## config.mk

```make
export PLATFORM = sky130hd
export DESIGN_NAME = mem_arbiter
export DESIGN_NICKNAME = d
export VERILOG_FILES = /design/src/rtl/mem_arbiter.sv
export SDC_FILE = /design/constraint.sdc
export NUM_CORES = 1
export LEC_CHECK = 0
export ABC_AREA = 1
export BUFFER_PORTS_ARGS = -buffer_cell sky130_fd_sc_hd__buf_4
export CORE_MARGIN = 2
export CORE_UTILIZATION = 46
export CTS_CLUSTER_SIZE = 40
export DETAILED_ROUTE_END_ITERATION = 10
export GPL_TIMING_DRIVEN = 1
export PLACE_DENSITY_LB_ADDON = 0.25
export SLEW_MARGIN = 20
export SYNTH_ARGS = -nofsm -noshare
export SYNTH_HDL_FRONTEND = slang
export SYNTH_SLANG_ARGS = --single-unit
export TNS_END_PERCENT = 50
```

## constraint.sdc

```tcl
create_clock -name clk -period 3.1 [get_ports clk]
set_input_delay 0.62 -clock clk [delete_from_list [all_inputs] [get_ports clk]]
set_output_delay 0.62 -clock clk [all_outputs]
set_load 0.005 [all_outputs]
```

## src/rtl/mem_arbiter.sv

```systemverilog
// mem_arbiter
//   Arbitrates the unified 16-bit data memory between the fetch port (I) and
//   the memory-stage port (D). One access is in flight at a time. The FSM
//   walks IDLE -> ISSUE -> WAIT (MEM_LAT cycles) -> RESP -> IDLE. Read data
//   is returned together with a one-cycle done pulse. D normally has
//   priority. An aging counter lets I win after MAX_WAIT consecutive losses.
//
// Parameters
//   MEM_LAT   cycles from mem_en to valid mem_rdata (>= 1)
//   MAX_WAIT  contentions I may lose in a row before it wins (0 = D always wins)
//
// Ports
//   clk, rst                     clock (rising edge), async active-high reset
//   i_req/i_addr                 fetch read request (level) and address
//   i_done/i_rdata               fetch completion pulse and held read data
//   d_req/d_wr/d_addr/d_wdata    data request (level), write flag, address, wdata
//   d_done/d_rdata               data completion pulse and held read data
//   mem_en/mem_wr/mem_addr/mem_wdata   memory command, registered, one-cycle en
//   mem_rdata                    memory read data, valid MEM_LAT cycles after en
//   busy                         high in any state other than IDLE
//
// Optional feature (macro ARB_STATS_EN)
//   Adds the saturating 16-bit counters i_grant_cnt, d_grant_cnt and
//   conflict_cnt. The counters and their ports exist only when the macro is
//   defined.
module mem_arbiter #(
   parameter int MEM_LAT  = 2,
   parameter int MAX_WAIT = 3
) (
   input  logic        clk,
   input  logic        rst,
   input  logic        i_req,
   input  logic [15:0] i_addr,
   output logic        i_done,
   output logic [15:0] i_rdata,
   input  logic        d_req,
   input  logic        d_wr,
   input  logic [15:0] d_addr,
   input  logic [15:0] d_wdata,
   output logic        d_done,
   output logic [15:0] d_rdata,
   output logic        mem_en,
   output logic        mem_wr,
   output logic [15:0] mem_addr,
   output logic [15:0] mem_wdata,
   input  logic [15:0] mem_rdata,
   output logic        busy
`ifdef ARB_STATS_EN
   ,
   output logic [15:0] i_grant_cnt,
   output logic [15:0] d_grant_cnt,
   output logic [15:0] conflict_cnt
`endif
);

   localparam int AGE_W = (MAX_WAIT < 1) ? 1 : $clog2(MAX_WAIT + 1);
   localparam int CNT_W = (MEM_LAT <= 1) ? 1 : $clog2(MEM_LAT);
   localparam logic [AGE_W-1:0] AGE_MAX  = AGE_W'(MAX_WAIT);
   localparam logic [CNT_W-1:0] CNT_LOAD = CNT_W'(MEM_LAT - 1);
   localparam bit               AGING_EN = (MAX_WAIT != 0);

   typedef enum logic [1:0] {ST_IDLE, ST_ISSUE, ST_WAIT, ST_RESP} state_t;

   state_t           state, state_nxt;
   logic             owner_i;   // 1 = current access belongs to the fetch port
   logic             req_wr;    // current access is a write (suppresses rdata capture)
   logic [AGE_W-1:0] age;
   logic [CNT_W-1:0] wait_cnt;
   logic             any_req;
   logic             grant_i;

   assign any_req = i_req | d_req;
   // I wins if it is alone, or if it has lost MAX_WAIT contentions in a row.
   assign grant_i = i_req & (~d_req | (AGING_EN && (age == AGE_MAX)));

   // State register
   always_ff @(posedge clk or posedge rst) begin
      if (rst) state <= ST_IDLE;
      else     state <= state_nxt;
   end

   // Next-state logic
   always_comb begin
      state_nxt = state;
      case (state)
         ST_IDLE:  if (any_req) state_nxt = ST_ISSUE;
         ST_ISSUE: state_nxt = ST_WAIT;
         ST_WAIT:  if (wait_cnt == '0) state_nxt = ST_RESP;
         ST_RESP:  state_nxt = ST_IDLE;
         default:  state_nxt = ST_IDLE;
      endcase
   end

   // Outputs decoded from state. Async reset forces them low immediately.
   always_comb begin
      busy   = (state != ST_IDLE);
      i_done = (state == ST_RESP) &  owner_i;
      d_done = (state == ST_RESP) & ~owner_i;
   end

   // Request register, memory command, latency counter, aging, read data
   always_ff @(posedge clk or posedge rst) begin
      if (rst) begin
         owner_i   <= 1'b0;
         req_wr    <= 1'b0;
         age       <= '0;
         wait_cnt  <= '0;
         mem_en    <= 1'b0;
         mem_wr    <= 1'b0;
         mem_addr  <= '0;
         mem_wdata <= '0;
         i_rdata   <= '0;
         d_rdata   <= '0;
      end else begin
         // mem_en/mem_wr are high only for the single ISSUE cycle.
         mem_en <= 1'b0;
         mem_wr <= 1'b0;
         case (state)
            ST_IDLE: begin
               if (any_req) begin
                  owner_i   <= grant_i;
                  req_wr    <= ~grant_i & d_wr;
                  mem_en    <= 1'b1;
                  mem_wr    <= ~grant_i & d_wr;
                  mem_addr  <= grant_i ? i_addr : d_addr;
                  mem_wdata <= grant_i ? 16'h0000 : d_wdata;
                  if (grant_i)
                     age <= '0;
                  else if (i_req && (age != AGE_MAX))
                     age <= age + AGE_W'(1);
               end
            end
            ST_ISSUE: wait_cnt <= CNT_LOAD;
            ST_WAIT: begin
               if (wait_cnt == '0) begin
                  if (!req_wr) begin
                     if (owner_i) i_rdata <= mem_rdata;
                     else         d_rdata <= mem_rdata;
                  end
               end else begin
                  wait_cnt <= wait_cnt - CNT_W'(1);
               end
            end
            default: ;
         endcase
      end
   end

`ifdef ARB_STATS_EN
   // Grant and conflict statistics, saturating at 0xFFFF
   always_ff @(posedge clk or posedge rst) begin
      if (rst) begin
         i_grant_cnt  <= '0;
         d_grant_cnt  <= '0;
         conflict_cnt <= '0;
      end else if (state == ST_IDLE) begin
         if (any_req && grant_i && (i_grant_cnt != 16'hFFFF))
            i_grant_cnt <= i_grant_cnt + 16'd1;
         if (any_req && !grant_i && (d_grant_cnt != 16'hFFFF))
            d_grant_cnt <= d_grant_cnt + 16'd1;
         if (i_req && d_req && (conflict_cnt != 16'hFFFF))
            conflict_cnt <= conflict_cnt + 16'd1;
      end
   end
`endif

endmodule

```

==> flow_summary.yaml, run 1 <==
cts:
  path_clk_slew_ps: 80
  cts.sinks: 73
  clock-root-buffer: "clkbuf_8"
  cts_tree: "built"
  numCtsBuffers: 9
  clk_path_buf_depth: 2
  clk_latency_ps: 340
  ctsHoldBuffers: 0
  post_cts_buffers: 0
  ctsResizeCount: 0
  h-tree-depth: 3
critical_path:
  r2r_slack_ps: 1240
  startpoint: "state[0]"
  required_ps: 2480
  cp.depth: 4
  cp-end-kind: "output pin"
  reg2reg_depth: 6
  path_max_fanout: 5
  worstSetupPathType: "reg2out"
  crit_family: "flip-flops"
  slowest_stage: "dfrtp_1"
  rr_endpoint: "req_wr"
  worstPathCellList: "inv_1 -> ha_1 -> inv_1 -> buf_4"
  crit_path_frequent_cell: "inv_1"
  path_buf_inv: 3
  start_kind: "flip-flop"
  endpoint: "busy"
  slowest_delay_ps: 380
  reg2reg_from: "age[0]"
  cp.arrival_ps: 1330
layout:
  drive_gt1_frac: 0.3411
  num-nets-final: 540
  fillers: 518
  final_cell_mix: "140 x buf_4, 95 x nand2_1, 73 x dfrtp_1"
  syn_to_final_growth_pct: 46.34
  insertedDiodeCount: 0
  final_common_cell: "buf_4"
drt:
  detail_route.wl_per_cell_um: 14.12
  routed_via_density: 5.095
  drc_errors: 0
  drt_iter0_drc: 176
  dr.pass1.iters: 4
  postRouteAntennaNets: 0
  drt_wl_total_mm: 7.754
  vias: 2797
place:
  portBuffers: 137
  dpl.hpwl_mm: 5.321
  routabilityCongestion: 0.8077
  dp_slack_ps: 1130
floorplan:
  start_util: 0.4738
  die_area_um2: 7165
  row_count: 29
  die_h_um: 84.65
  dieWidth_um: 84.65
  ioPinCount: 138
  core_um2: 6314
synth:
  synth-seq-cells: 73
  synth-simple-area-share: 0.2484
  synth_adder_area_share: 0.01673
  syn_area_um2: 2992
  synth_top_area_frac: 0.6106
  avgSynthCellArea_um2: 9.011
  synth_mux_area_frac: 0
  synthCells: 332
  syn_nets: 405
  synth.area.top_cells: "dfrtp_1 61%, nand2_1 12%, nand3_1 11%"
  synthXorXnorAreaFrac: 0
  synth_top_family_by_area: "simple AND/OR/NAND/NOR gates"
  synth.largest_area_cell: "dfrtp_1"
  ys_types: 15
  ys_warn_count: 0
  ys_seq_area_frac: 0.6106
  synth_compound_area_frac: 0.06357
global_route:
  grt_max_degree: 42
  antenna_found_initial: 0
  overflow: 0
  grt_pass1_vias: 2797
  grt_usage: 0.2237
  grt_pass1_wl_mm: 12.91
timing:
  fin_ws_ps: 1150
  finClkSkew_ps: 6.297
  fmax_mhz: 512.9
  tightestPinTransition_ps: 749.3
  setup_viol: 0
  timing.final.crit_share: 0.6289
  hold_violations: 0
  maxSlewHeadroom: 0.4993
  fin_crit_ps: 1950
  setup_tns_ps: 0
  slew_violations: 0
  rsz0062_at_grt: "no"
pwr:
  ir_drop_mv: 0.5300
  finalPower_w: 0.004331
  power_density_nw_per_um2: 989.3
  p_leak_nw: 2.386
status:
  status: "complete, no violations"
job:
  drv_cap: 0
min_path:
  holdCritPathClass: "in2async"
where the power goes:
group	switching, W	internal (W)	total (W)
registers	0.000261	0.00141	0.00167
clock network	0.000340	0.000720	0.00106
logic	0.000759	0.000844	0.00160
total	0.00136	0.00297	0.00433
flip-flops by register name (all words and copies together), names as in the netlist:
register,flops
d_rdata,16
wait_cnt,1
owner_i,1
mem_addr,16
mem_wdata,16
req_wr,1
mem_wr,1
age,2
i_rdata,16
mem_en,1
state,2
synth_stat cells:
cell and instances:
a21oi_1 2, buf_1 1, buf_2 10, clkbuf_1 6, clkinv_1 1, dfrtp_1 73, ha_1 4, inv_1 27
nand2_1 95, nand2_2 2, nand3_1 68, nor2_1 6, nor2_4 1, o21ai_0 35, o21ai_1 1
worst min-delay path by stage:
stage,start,end,slack [ps],depth (start not counted)
floorplan,age[1],age[1],450,2
global placement,mem_wdata[9],mem_wdata[9],460,2
detailed placement,mem_wdata[7],mem_wdata[7],470,2
CTS,rst,d_rdata[8],410,2
global route,rst,d_rdata[4],450,2
finish,rst,d_rdata[8],390,2
per-stage QoR:
stage	hold WS, ps	std cells	util	cell area, um2
floorplan	453.1	332	-	2992
global placement	463.7	533	0.6472	4086
detailed placement	466.5	533	0.6472	4086
CTS	407.7	549	0.6934	4378
global route	445.7	549	0.6934	4378
finish	385.3	549	0.6934	4378
cell families after synthesis:
logic type,Yosys count
compound gates,38
flops,73
buf+inv,45
simple gates,172
fa+ha+maj,4
final cells by class:
cell class                      instances  area (um2)  area share
Multi-Input combinational cell        214       987.2      0.2255
Inverter                               28       105.1     0.02401
Sequential cell                        73        1827      0.4173
Clock inverter                          5       150.1     0.03430
Clock buffer                           11       141.4     0.03230
Tap cell                               77       96.34     0.02201
Timing Repair Buffer                  141        1071      0.2446
routing by layer:
layer,up-vias,track usage,share of wire
met5,-,0,0
met4,0,0.07792,0.016
met3,12,0.05900,0.088
met2,124,0.3601,0.49
met1,1322,0.2953,0.41
li1,1339,-,-
Note: power is estimated with default switching activity, not from simulation.
==> run 2, diff against run 1 <==
--- a/config.mk
+++ b/config.mk
@@ -8,7 +8,7 @@
 export ABC_AREA = 1
 export BUFFER_PORTS_ARGS = -buffer_cell sky130_fd_sc_hd__buf_4
 export CORE_MARGIN = 2
-export CORE_UTILIZATION = 46
+export CORE_UTILIZATION = 42
 export CTS_CLUSTER_SIZE = 40
 export DETAILED_ROUTE_END_ITERATION = 10
 export GPL_TIMING_DRIVEN = 1
==> constraint.sdc (replaced) <==
create_clock -name clk -period 1.7 [get_ports clk]
set_input_delay 0.34 -clock clk [delete_from_list [all_inputs] [get_ports clk]]
set_output_delay 0.34 -clock clk [all_outputs]
set_load 0.005 [all_outputs]
==> flow_summary.yaml, run 2 (synthesis results as in run 1) <==
cts:
  path_clk_slew_ps: 80
  clk_latency_ps: 340
  ctsHoldBuffers: 0
  clk_path_buf_depth: 2
  h-tree-depth: 3
  cts_tree: "built"
  cts.sinks: 73
  clock-root-buffer: "clkbuf_8"
  numCtsBuffers: 9
layout:
  num-nets-final: 545
  insertedDiodeCount: 0
  syn_to_final_growth_pct: 45.75
  final_common_cell: "buf_4"
  drive_gt1_frac: 0.3501
  final_cell_mix: "143 x buf_4, 95 x nand2_1, 73 x dfrtp_1"
  fillers: 597
  fin_util: 0.6383
global_route:
  grt_pass1_wl_mm: 12.01
  use_met1: 0.2617
  grt_max_degree: 74
  overflow: 0
  met3_usage: 0.06063
  use_met2: 0.3110
  top_usage_layer: "met2"
  antenna_found_initial: 0
  grt_pass1_vias: 2524
  grt_usage: 0.1985
critical_path:
  path_max_fanout: 5
  worstPathCellList: "inv_1 -> ha_4 -> inv_1 -> buf_4"
  cp-end-kind: "output pin"
  path_buf_inv: 3
  start_kind: "flip-flop"
  worstSetupPathType: "reg2out"
  cp.arrival_ps: 1260
  crit_family: "flip-flops"
  crit_path_frequent_cell: "inv_1"
  required_ps: 1360
  slowest_stage: "dfrtp_1"
  slowest_delay_ps: 380
timing:
  rsz0062_at_grt: "no"
  maxSlewHeadroom: 0.7435
  fmax_mhz: 626.9
  finClkSkew_ps: 9.663
  fin_crit_ps: 1595
  holdWs_ps: 95.36
  hold_violations: 0
  timing.final.crit_share: 0.9383
  setup_viol: 0
  slew_violations: 0
  tightestPinTransition_ps: 384.8
  setup_tns_ps: 0
floorplan:
  dieWidth_um: 88.40
  die_area_um2: 7814
  core_um2: 6832
  row_count: 30
  start_util: 0.4379
  die_h_um: 88.40
  ioPinCount: 138
drt:
  postRouteAntennaNets: 0
  drc_errors: 0
  vias: 2730
  dr.pass1.iters: 4
  routed_via_density: 4.764
  drt_iter0_drc: 152
  detail_route.wl_per_cell_um: 13.32
  drt_wl_total_mm: 7.635
job:
  drv_cap: 0
status:
  status: "complete, no violations"
pwr:
  power_density_nw_per_um2: 1671
  p_leak_nw: 2.348
  ir_drop_mv: 0.8989
place:
  routabilityCongestion: 0.7834
  portBuffers: 137
  dpl.hpwl_mm: 5.395
min_path:
  holdCritPathClass: "in2async"
-- run 2: layer usage --
metal / wire, um / part of all wire
met4: 130 / 0.017
met5: 0 / 0
met1: 3273 / 0.43
met2: 3514 / 0.46
met3: 717 / 0.094
-- run 2: timing repair --
action | 4_1_cts | 5_1_grt
endpoints found under the setup margin | 0 | 1
hold endpoints to repair | 0 | 0
buffers inserted | 0 | 0
resized for setup | 0 | 2
-- run 2: where the power goes --
group,total (W),switching [W],internal [W],leakage (nW)
Combinational,0.00306,0.00142,0.00165,1.40
Clock,0.00119,0.000656,0.000532,0.0749
Sequential,0.00303,0.000470,0.00256,0.876
-- run 2: through the flow --
stage / power (W) / setup slack (ps) / instance area [um2] / cells
after detailed placement: 0.006142 / 271.0 / 4177 / 557
after floorplan: 0.004351 / 342.6 / 2995 / 332
after global placement: 0.006031 / 325.9 / 4177 / 557
final: 0.007285 / 104.9 / 4360 / 573
after global routing: 0.007925 / 3.760 / 4360 / 573
after CTS: 0.007355 / 17.29 / 4348 / 573
-- run 2: worst paths after layout --
kind                              start      endpoint  slack [ps]  cells after the start
setup / recovery               state[0]          busy         100                      4
hold / removal                      rst  mem_wdata[3]         100                      3
setup reg to reg               state[0]   d_rdata[11]         290                      6
hold reg to reg            mem_wdata[0]  mem_wdata[0]         490                      2
max in group asynchronous           rst   i_rdata[13]        1300                      3
min in group clk             d_wdata[1]  mem_wdata[1]         220                      3
-- run 2: area by class of cell --
type / instances / area (um2) / share of cell area
multi-input cells: 214 / 999.7 / 0.2293
flip-flops and latches: 73 / 1827 / 0.4189
repair buffers: 146 / 1134 / 0.2600
clock inverters: 6 / 43.79 / 0.01004
well taps: 96 / 120.1 / 0.02755
clock buffers: 10 / 127.6 / 0.02927
inverters: 28 / 108.9 / 0.02496
-- run 2: worst reg2reg max path, cell delays in order, from the launching register on --
cell and delay [ps]:
dfrtp_1 380, inv_1 140, ha_1 260, nand3_1 100
buf_4 230, nand2_1 90, o21ai_0 90
==> run 3, diff against run 2 <==
--- a/config.mk
+++ b/config.mk
@@ -5,10 +5,9 @@
 export SDC_FILE = /design/constraint.sdc
 export NUM_CORES = 1
 export LEC_CHECK = 0
-export ABC_AREA = 1
 export BUFFER_PORTS_ARGS = -buffer_cell sky130_fd_sc_hd__buf_4
 export CORE_MARGIN = 2
-export CORE_UTILIZATION = 42
+export CORE_UTILIZATION = 41
 export CTS_CLUSTER_SIZE = 40
 export DETAILED_ROUTE_END_ITERATION = 10
 export GPL_TIMING_DRIVEN = 1
==> flow_summary.yaml, run 3 <==
status:
  status: "complete, no violations"
critical_path:
  path_max_fanout: 4
  start_kind: "flip-flop"
  reg2reg_depth: 5
  endpoint: "busy"
  slowest_delay_ps: 410
  crit_family: "flip-flops"
  required_ps: 1360
  reg2reg_from: "state[0]"
  cp.arrival_ps: 1300
  r2r_slack_ps: 80
  startpoint: "state[1]"
  worstPathCellList: "inv_1 -> ha_4 -> buf_4 -> inv_1 -> buf_4"
  slowest_stage: "dfrtp_1"
  rr_endpoint: "d_rdata[13]"
  cp-end-kind: "output pin"
  worstSetupPathType: "reg2out"
  cp.depth: 5
  path_buf_inv: 4
drt:
  routed_via_density: 4.932
  detail_route.wl_per_cell_um: 14.50
  drt_wl_total_mm: 6.422
  dr.pass1.iters: 4
  drc_errors: 0
  drt_iter0_drc: 51
  vias: 2185
  postRouteAntennaNets: 0
global_route:
  grt_pass1_wl_mm: 10.17
  grt_usage: 0.1681
  grt_pass1_vias: 2201
  overflow: 0
  grt_max_degree: 74
  antenna_found_initial: 0
layout:
  num-nets-final: 416
  drive_gt1_frac: 0.5965
  multi_input_area_um2: 1015
  regArea_um2: 1827
  final_cell_mix: "143 x buf_4, 73 x dfrtp_1, 34 x mux2_2"
  fillers: 573
  insertedDiodeCount: 0
  final_common_cell: "buf_4"
  syn_to_final_growth_pct: 48.84
timing:
  finClkSkew_ps: 9.781
  hold_violations: 0
  fin_crit_ps: 1635
  tightestPinTransition_ps: 434.6
  slew_violations: 0
  setup_viol: 0
  rsz0062_at_grt: "yes"
  fmax_mhz: 611.6
  maxSlewHeadroom: 0.7102
  fin_ws_ps: 64.84
  timing.final.crit_share: 0.9619
  setup_tns_ps: 0
pwr:
  intPower_w: 0.005315
  switching_share: 0.2913
  power_density_nw_per_um2: 1730
  seq_power_share: 0.408
  p_sw_w: 0.002184
  p_leak_nw: 2.213
  power_frac_comb: 0.418
  clkPwrFrac: 0.175
  ir_drop_mv: 0.6960
place:
  portBuffers: 137
  dp_slack_ps: 55.59
  dpl.hpwl_mm: 4.673
  routabilityCongestion: 0.7437
synth:
  synth_enable_flop_cells: 0
  syn_area_um2: 2913
  async_flop_share: 1.000
  ys_seq_area_frac: 0.6271
  ys_warn_count: 0
  ys_types: 26
  syn_nets: 269
  synth_top_area_frac: 0.6271
  synth_common_cells: "73 x dfrtp_1, 34 x mux2_2, 18 x a22o_1"
  synth.area.top_cells: "dfrtp_1 63%, mux2_2 13%, a22o_1 5.4%"
  synth-seq-cells: 73
  avgSynthCellArea_um2: 14.86
  post-synth-top-count-cell: "dfrtp_1"
  synth_ff_type: "dfrtp_1"
  synthCells: 196
  synth.largest_area_cell: "dfrtp_1"
min_path:
  holdCritPathClass: "in2async"
floorplan:
  dieWidth_um: 88.29
  ioPinCount: 138
  core_um2: 6832
  start_util: 0.4264
  row_count: 30
  die_h_um: 88.29
  die_area_um2: 7794
job:
  drv_cap: 0
cts:
  ctsHoldBuffers: 0
  clock-root-buffer: "clkbuf_8"
  h-tree-depth: 3
  post_cts_buffers: 0
  clk_path_buf_depth: 2
  numCtsBuffers: 9
  cts_tree: "built"
  clk_latency_ps: 330
  path_clk_slew_ps: 80
  cts.sinks: 73
-- run 3: cell count changes after synthesis, sizes merged, moves of 3 or more --
cell | before | now
o21ai | 36 | 1
buf | 11 | 8
inv | 27 | 6
nor2 | 7 | 2
a221o | 0 | 15
and2 | 0 | 3
a22o | 0 | 19
mux2 | 0 | 34
nand3 | 68 | 0
clkbuf | 6 | 3
and3 | 0 | 15
nand2 | 97 | 2
-- run 3: kinds of logic after synthesis --
family,count (synthesis),share of synthesized area
AOI/OAI and AO/OA,41,0.1293
adders and majority gates,4,0.01718
buffers and inverters,17,0.02964
DFF,73,0.6271
muxes,35,0.1349
and+or+nand+nor,26,0.06186
-- run 3: worst min-delay path by stage --
stage / slack [ps] / cells past startpoint / to
2_1_floorplan: 470 / 1 / mem_wr
3_3_place_gp: 480 / 3 / i_rdata[2]
3_5_place_dp: 480 / 3 / i_rdata[0]
4_1_cts: 110 / 3 / i_rdata[0]
5_1_grt: 140 / 3 / i_rdata[0]
6_report: 90 / 3 / i_rdata[0]
-- run 3: layer usage --
layer | track usage | vias up | part of all wire
li1 | - | 1024 | -
met1 | 0.2185 | 1067 | 0.42
met2 | 0.2679 | 92 | 0.49
met3 | 0.05410 | 2 | 0.087
met4 | 0.05785 | 0 | 0.0031
met5 | 0 | - | 0
-- run 3: worst min-delay path: stages --
cell,delay [ps]
buf_4,120
clkinvlp_4,70
buf_12,310
-- run 3: cell type report --
class / instances / share of cell area
sequential: 73 / 0.4214
timing repair buffer: 147 / 0.2661
multi-input combinational: 106 / 0.2341
clock buffer: 10 / 0.03175
tap: 96 / 0.02771
clock inverter: 5 / 0.01299
inverter: 6 / 0.006061
-- run 3: power groups by stage --
| stage | registers, W | logic, W | clock network, W |
|---|---|---|---|
| final | 0.00306 | 0.00313 | 0.00131 |
| after floorplan | 0.00308 | 0.00139 | 0 |
| after detailed placement | 0.00307 | 0.00315 | 0 |
| after global routing | 0.00316 | 0.00344 | 0.00142 |
| after global placement | 0.00308 | 0.00304 | 0 |
| after CTS | 0.00307 | 0.00315 | 0.00135 |
-- run 3: stage by stage --
step | power, W | utilization | std cells | area, um2 | hold WS (ps)
finish | 0.007499 | 0.6346 | 443 | 4335 | 90.62
global placement | 0.006121 | 0.6040 | 428 | 4126 | 477.4
floorplan | 0.004475 | - | 196 | 2917 | 468.6
detailed placement | 0.006224 | 0.6040 | 428 | 4126 | 480.6
CTS | 0.007565 | 0.6328 | 443 | 4323 | 108.4
global route | 0.008029 | 0.6346 | 443 | 4335 | 140.6
-- run 3: timing repair --
item	in CTS	in global routing
hold endpoints to repair	0	0
resized for setup	1	3
endpoints found under the setup margin	1	28
